===== config.mk =====
export PLATFORM = sky130hd
export DESIGN_NAME = lhr_spec_queue
export DESIGN_NICKNAME = d
export VERILOG_FILES = /design/src/rtl/lhr_spec_queue_pkg.sv /design/src/rtl/lhr_spec_queue_match.sv /design/src/rtl/lhr_spec_queue.sv
export SDC_FILE = /design/constraint.sdc
export NUM_CORES = 1
export LEC_CHECK = 0
export ABC_AREA = 1
export BUFFER_PORTS_ARGS = -buffer_cell sky130_fd_sc_hd__buf_2
export CAP_MARGIN = 20
export CORE_MARGIN = 4
export CORE_UTILIZATION = 52
export DETAILED_ROUTE_END_ITERATION = 10
export PLACE_DENSITY = 0.79
export SYNTH_ARGS = -nofsm -noshare
export SYNTH_HDL_FRONTEND = slang
export SYNTH_HIERARCHICAL = 1
export SYNTH_SLANG_ARGS = --single-unit

===== constraint.sdc =====
create_clock -name clk -period 3.6 [get_ports clk]
set_input_delay 0.36 -clock clk [delete_from_list [all_inputs] [get_ports clk]]
set_output_delay 0.36 -clock clk [all_outputs]
set_load 0.005 [all_outputs]

===== src/rtl/lhr_spec_queue_pkg.sv =====
// Shared types and helpers for the speculative local-history queue.
//   lhr_entry_t : one queue slot {valid, BHT index, speculative LHR}
//   age()       : distance of a slot from the head (0 = oldest)
package lhr_spec_queue_pkg;

  localparam int LHR_M   = 6;                 // BHT index width
  localparam int LHR_K   = 10;                // LHR width
  localparam int ENTRIES = 8;                 // queue depth, power of two
  localparam int TAGW    = $clog2(ENTRIES);   // slot tag width

  typedef logic [TAGW-1:0] tag_t;
  typedef logic [TAGW:0]   cnt_t;

  typedef struct packed {
    logic              valid;
    logic [LHR_M-1:0]  index;
    logic [LHR_K-1:0]  lhr;
  } lhr_entry_t;

  // Age relative to head; wraps naturally in TAGW bits because ENTRIES is a power of two.
  function automatic tag_t age(input tag_t tag, input tag_t head);
    return tag - head;
  endfunction

endpackage


===== src/rtl/lhr_spec_queue_match.sv =====
// lhr_youngest_match: combinational age-ordered priority match.
//   entries : queue contents
//   head    : oldest slot; ages are measured from here
//   index   : BHT index being looked up
//   hit     : some valid entry holds this index
//   lhr     : LHR of the youngest such entry, 0 on miss
module lhr_youngest_match
  import lhr_spec_queue_pkg::*;
(
  input  lhr_entry_t        entries [ENTRIES],
  input  tag_t              head,
  input  logic [LHR_M-1:0]  index,
  output logic              hit,
  output logic [LHR_K-1:0]  lhr
);

  tag_t slot;
  logic match;

  // Walk from oldest to youngest so the last match seen (the youngest) wins.
  always_comb begin
    hit   = 1'b0;
    lhr   = '0;
    slot  = '0;
    match = 1'b0;
    for (int a = 0; a < ENTRIES; a++) begin
      slot  = head + tag_t'(a);
      match = entries[slot].valid && (entries[slot].index == index);
      hit   = hit | match;
      lhr   = match ? entries[slot].lhr : lhr;
    end
  end

endmodule


===== src/rtl/lhr_spec_queue.sv =====
// lhr_spec_queue: ordered speculative local-history queue (small CAM).
//   F lookup : IndexNextF -> LookupHitF / LookupLHRF (registered, held on StallF)
//   D alloc  : AllocD/AllocIndexD/AllocLHRD -> AllocOkD, AllocTagD (comb)
//   E repair : RepairE/RepairTagE/RepairLHRE squash younger entries, fix LHR
//   W commit : CommitW pops the oldest entry
//   Status   : FullD, EmptyD
// Optional macro LHR_QUEUE_BYPASS_EN: a lookup that coincides with an accepted
// allocation of the same index returns the allocating LHR as a hit.
module lhr_spec_queue
  import lhr_spec_queue_pkg::*;
(
  input  logic              clk,
  input  logic              reset,
  input  logic              StallF,
  input  logic [LHR_M-1:0]  IndexNextF,
  output logic              LookupHitF,
  output logic [LHR_K-1:0]  LookupLHRF,
  input  logic              AllocD,
  input  logic [LHR_M-1:0]  AllocIndexD,
  input  logic [LHR_K-1:0]  AllocLHRD,
  output logic              AllocOkD,
  output tag_t              AllocTagD,
  input  logic              RepairE,
  input  tag_t              RepairTagE,
  input  logic [LHR_K-1:0]  RepairLHRE,
  input  logic              CommitW,
  output logic              FullD,
  output logic              EmptyD
);

  localparam cnt_t CNT_ONE  = cnt_t'(1);
  localparam cnt_t CNT_FULL = cnt_t'(ENTRIES);

  lhr_entry_t        entries [ENTRIES];
  tag_t              head;
  tag_t              tail;
  cnt_t              count;
  cnt_t              count_base;
  cnt_t              count_next;
  logic              commit_ok;
  logic              match_hit;
  logic [LHR_K-1:0]  match_lhr;
  logic              lookup_hit;
  logic [LHR_K-1:0]  lookup_lhr;

  assign FullD     = (count == CNT_FULL);
  assign EmptyD    = (count == '0);
  assign AllocOkD  = AllocD & ~FullD & ~RepairE;  // repair flushes the younger D branch
  assign AllocTagD = tail;
  assign commit_ok = CommitW & ~EmptyD;

  // Occupancy after this cycle; repair recomputes it from the tag, where age+1
  // in TAGW+1 bits yields ENTRIES when the tag spans the whole queue.
  always_comb begin
    if (RepairE) begin
      count_base = {1'b0, age(RepairTagE, head)} + CNT_ONE;
    end else if (AllocOkD) begin
      count_base = count + CNT_ONE;
    end else begin
      count_base = count;
    end
    count_next = commit_ok ? (count_base - CNT_ONE) : count_base;
  end

  // Queue state: allocation or repair at the tail side, commit at the head side.
  always_ff @(posedge clk) begin
    if (reset) begin
      for (int i = 0; i < ENTRIES; i++) begin
        entries[i] <= '0;
      end
      head  <= '0;
      tail  <= '0;
      count <= '0;
    end else begin
      if (RepairE) begin
        entries[RepairTagE].lhr <= RepairLHRE;
        for (int i = 0; i < ENTRIES; i++) begin
          if (age(tag_t'(i), head) > age(RepairTagE, head)) begin
            entries[i].valid <= 1'b0;
          end
        end
        tail <= RepairTagE + tag_t'(1);
      end else if (AllocOkD) begin
        entries[tail] <= '{valid: 1'b1, index: AllocIndexD, lhr: AllocLHRD};
        tail          <= tail + tag_t'(1);
      end
      // Placed last so a commit of the just-repaired sole entry clears it.
      if (commit_ok) begin
        entries[head].valid <= 1'b0;
        head                <= head + tag_t'(1);
      end
      count <= count_next;
    end
  end

  lhr_youngest_match u_match (
    .entries (entries),
    .head    (head),
    .index   (IndexNextF),
    .hit     (match_hit),
    .lhr     (match_lhr)
  );

`ifdef LHR_QUEUE_BYPASS_EN
  // Forward the allocating entry: it is younger than anything already queued.
  always_comb begin
    if (AllocOkD && (AllocIndexD == IndexNextF)) begin
      lookup_hit = 1'b1;
      lookup_lhr = AllocLHRD;
    end else begin
      lookup_hit = match_hit;
      lookup_lhr = match_lhr;
    end
  end
`else
  assign lookup_hit = match_hit;
  assign lookup_lhr = match_lhr;
`endif

  // F-stage result register, frozen while fetch is stalled.
  always_ff @(posedge clk) begin
    if (reset) begin
      LookupHitF <= 1'b0;
      LookupLHRF <= '0;
    end else if (!StallF) begin
      LookupHitF <= lookup_hit;
      LookupLHRF <= lookup_lhr;
    end
  end

endmodule


==> out/summary.txt <==
reg2reg setup slack -> 0.38 ns
CP Launch Type -> flip-flop
status -> completed
DR vias/cell -> 5.959
CORE AREA -> 0.02533 mm^2
nets -> 2318
peak supply drop -> 593.0 uV
final-report setup violation count -> 0
die area -> 0.02858 mm^2
required time worst endpoint -> 3.95 ns
share of layout cells above drive strength 1 -> 9.095%
first-pass GRT wire length -> 73140 um
total gr overflow -> 0
Hold Path Class -> in2reg
M3 GR Usage -> 7.263%
max-slew violation count -> 0
Fillers -> 2444
family with the most delay on the worst path -> adder cells
Final Util -> 56.46%
Async SR Flop Fraction -> 0%
RSZ-0062 raised after global routing -> false
cell mode on critical path -> inv_1
CTS tree -> done
Mapped Area -> 0.01349 mm^2
largest net degree at the start of global routing -> 86
Crit path largest cell delay -> 0.56 ns
Post-Route WL -> 46040 um
H-Tree Depth -> 4
DRC marker count from the first detailed-route iteration -> 2439
Maximum Capacitance Violations -> 0
Clock Tree Buf Depth -> 2
row count -> 58
critical path class -> reg2reg
cts bufs inserted -> 17
die width -> 169.1 um
Least-Margin Pin Slew -> 1.026 ns
drt drc -> 0
PnR Total Power -> 9.902 mW
syn nets -> 2371
launch point of the worst reg-to-reg path -> head[0]
period utilisation layout -> 89.35%
most frequent cells in the layout -> nand2_1, nand3_1, nor2_1, o21ai_0, dfxtp_1
met2 usage -> 45.76%
Slew headroom -> 31.61%
routed via count -> 15470
Post-synth EDFFs -> 0
most common cell after layout, fill and taps aside -> nand2_1
post-route ant nets -> 0
final critical-path required period -> 3.216 ns
FMAX -> 310.9 MHz
placer congestion estimate -> 1.015
clk_skew -> 0.01622 ns
vias in the first global route -> 13570
share of the yosys chip area belonging to registers -> 23.30%
r2r endpoint -> entries[67]
Post-CTS Setup Bufs -> 0
clk_lat worst skew -> 0.44 ns
die height -> 169.1 um
IO Pins -> 58
Area Overhead vs Synth -> 6.001%
Setup crit end kind -> flip-flop
Worst Path Arrival -> 3.57 ns
Leak -> 6.571 nW
Setup crit start -> head[0]
slowest library cell on the worst path -> buf_4
hold depth -> 3
WP depth -> 13
placed wire-length estimate -> 34480 um
wire per inst -> 17.74 um
GRT met1 Usage -> 47.41%
Final Hold Fails -> 0
Setup crit end -> entries[67]
flops & latches, synth -> 157
CTS sink cnt -> 157
synthesized instance count -> 2305
critical path peak fanout -> 65
pwr dens -> 692.5 mW/mm^2
Buf/Inv on CP -> 4
R2R cell count -> 13
Post-synth top flop -> dfxtp_1
crit-path cells -> buf_4, ha_1, inv_1, fa_1, inv_1, nand3_1, nand2_1, ha_1, inv_1, nor2_1, o21ai_0, a21oi_1, nor3_2
starting density of the core -> 53.26%
DRT Pass-1 Iters -> 6
I/O Buffers -> 57
Worst-path clk slew -> 0.08 ns
Clock Root Buffer -> clkbuf_16
antenna violations before repair -> 1
Setup TNS Final -> 0 ns
Syn Area/Cell -> 5.852 um^2
Most Used Layer, Global Route -> met1
Yosys Warn Count -> 6
GRT Util Overall -> 31.37%
library cells used by synthesis -> 45
[worst min-delay path by stage]
stage | end | start
3_5_place_dp | LookupLHRF[5] | LookupLHRF[5]
3_3_place_gp | LookupLHRF[6] | LookupLHRF[6]
6_report | flip-flop | AllocLHRD[5]
5_1_grt | flip-flop | AllocLHRD[5]
2_1_floorplan | flip-flop | flip-flop
4_1_cts | flip-flop | AllocLHRD[5]
[stage by stage]
stage / worst slack [ns] / instances / hold slack [ns] / instance area (um^2)
floorplan: 0.1401 / 2305 / 0.4566 / 13490
global placement: 0.4014 / 2563 / 0.4611 / 13680
detailed placement: 0.3360 / 2563 / 0.4676 / 13680
CTS: 0.3160 / 2595 / 0.2555 / 14290
global route: 0.02587 / 2596 / 0.2826 / 14300
finish: 0.3836 / 2596 / 0.2670 / 14300
[worst register-to-register path: stages (launching register included)]
cell and delay (ns):
dfxtp_4 0.38, buf_4 0.56, ha_1 0.31, inv_1 0.07, fa_1 0.43, inv_1 0.12, nand3_1 0.10, nand2_1 0.28
ha_1 0.32, inv_1 0.06, nor2_1 0.04, o21ai_0 0.23, a21oi_1 0.12, nor3_2 0.12
[cell usage after synthesis, types with 2 or more instances]
cell type / number / area (um^2)
a211oi_1: 4 / 30.03
a21oi_1: 108 / 540.5
a22oi_1: 66 / 495.5
a31oi_1: 17 / 106.4
buf_1: 27 / 101.4
buf_2: 45 / 225.2
buf_4: 17 / 127.6
buf_6: 14 / 157.7
clkbuf_1: 61 / 229.0
clkinv_1: 4 / 15.01
dfxtp_1: 157 / 3143
ha_1: 24 / 300.3
inv_1: 109 / 409.1
inv_2: 12 / 45.04
inv_4: 2 / 12.51
mux2i_1: 30 / 300.3
nand2_1: 792 / 2973
nand2_2: 4 / 25.02
nand3_1: 298 / 1491
nand3_2: 4 / 40.04
nand3_4: 2 / 35.03
nand4_1: 5 / 31.28
nor2_1: 200 / 750.7
nor2_2: 10 / 62.56
nor2_4: 4 / 45.04
nor3_1: 4 / 20.02
nor3_2: 16 / 160.2
nor3_4: 6 / 97.59
o2111ai_1: 12 / 105.1
o21ai_0: 198 / 991.0
o21ai_1: 9 / 45.04
o221ai_1: 2 / 17.52
o22ai_1: 3 / 18.77
or2_2: 11 / 68.82
xnor2_1: 2 / 17.52
xor2_1: 16 / 140.1
xor2_2: 2 / 32.53
[where the power goes]
| part | internal (mW) | total, mW | switching (mW) |
|---|---|---|---|
| logic | 1.88 | 6.04 | 4.15 |
| clock network | 0.951 | 1.89 | 0.940 |
| registers | 1.84 | 1.98 | 0.138 |
| total | 4.67 | 9.90 | 5.23 |
[layer usage]
| layer | routed length (um) | vias to the layer above |
|---|---|---|
| li1 | - | 7522 |
| met1 | 20380 | 7007 |
| met2 | 19140 | 879 |
| met3 | 5979 | 61 |
| met4 | 537 | 0 |
| met5 | 0 | - |
[logic make-up (layout without fill, tap and decap cells)]
kind of cell               count (synthesis)  after routing  share of synthesized area [%]
and+or+nand+nor                         1358           1358                          43.13
AOI/OAI and AO/OA                        424            424                          17.75
buffers and inverters                    291            251                          9.804
DFF                                      157            157                          23.30
muxes                                     30             30                          2.226
adders and majority gates                 25             25                          2.375
xor gates and xnor gates                  20             20                          1.410
other                                      0              1                              0
[final cells by class]
class                      count  area (um^2)  area share [%]
multi-input combinational   1857         9045           63.26
sequential                   157         3149           22.02
timing repair buffer          92        585.6           4.095
inverter                     127        485.5           3.395
clock buffer                  17        425.4           2.975
tap                          330        412.9           2.888
clock inverter                15        192.7           1.348
antenna                        1        2.502         0.01750
[repair_timing]
action	in CTS	in global routing
setup endpoints to repair	0	1
resized for setup	0	3
hold buffers	0	0
No activity file was read; power rests on OpenSTA's default activity.
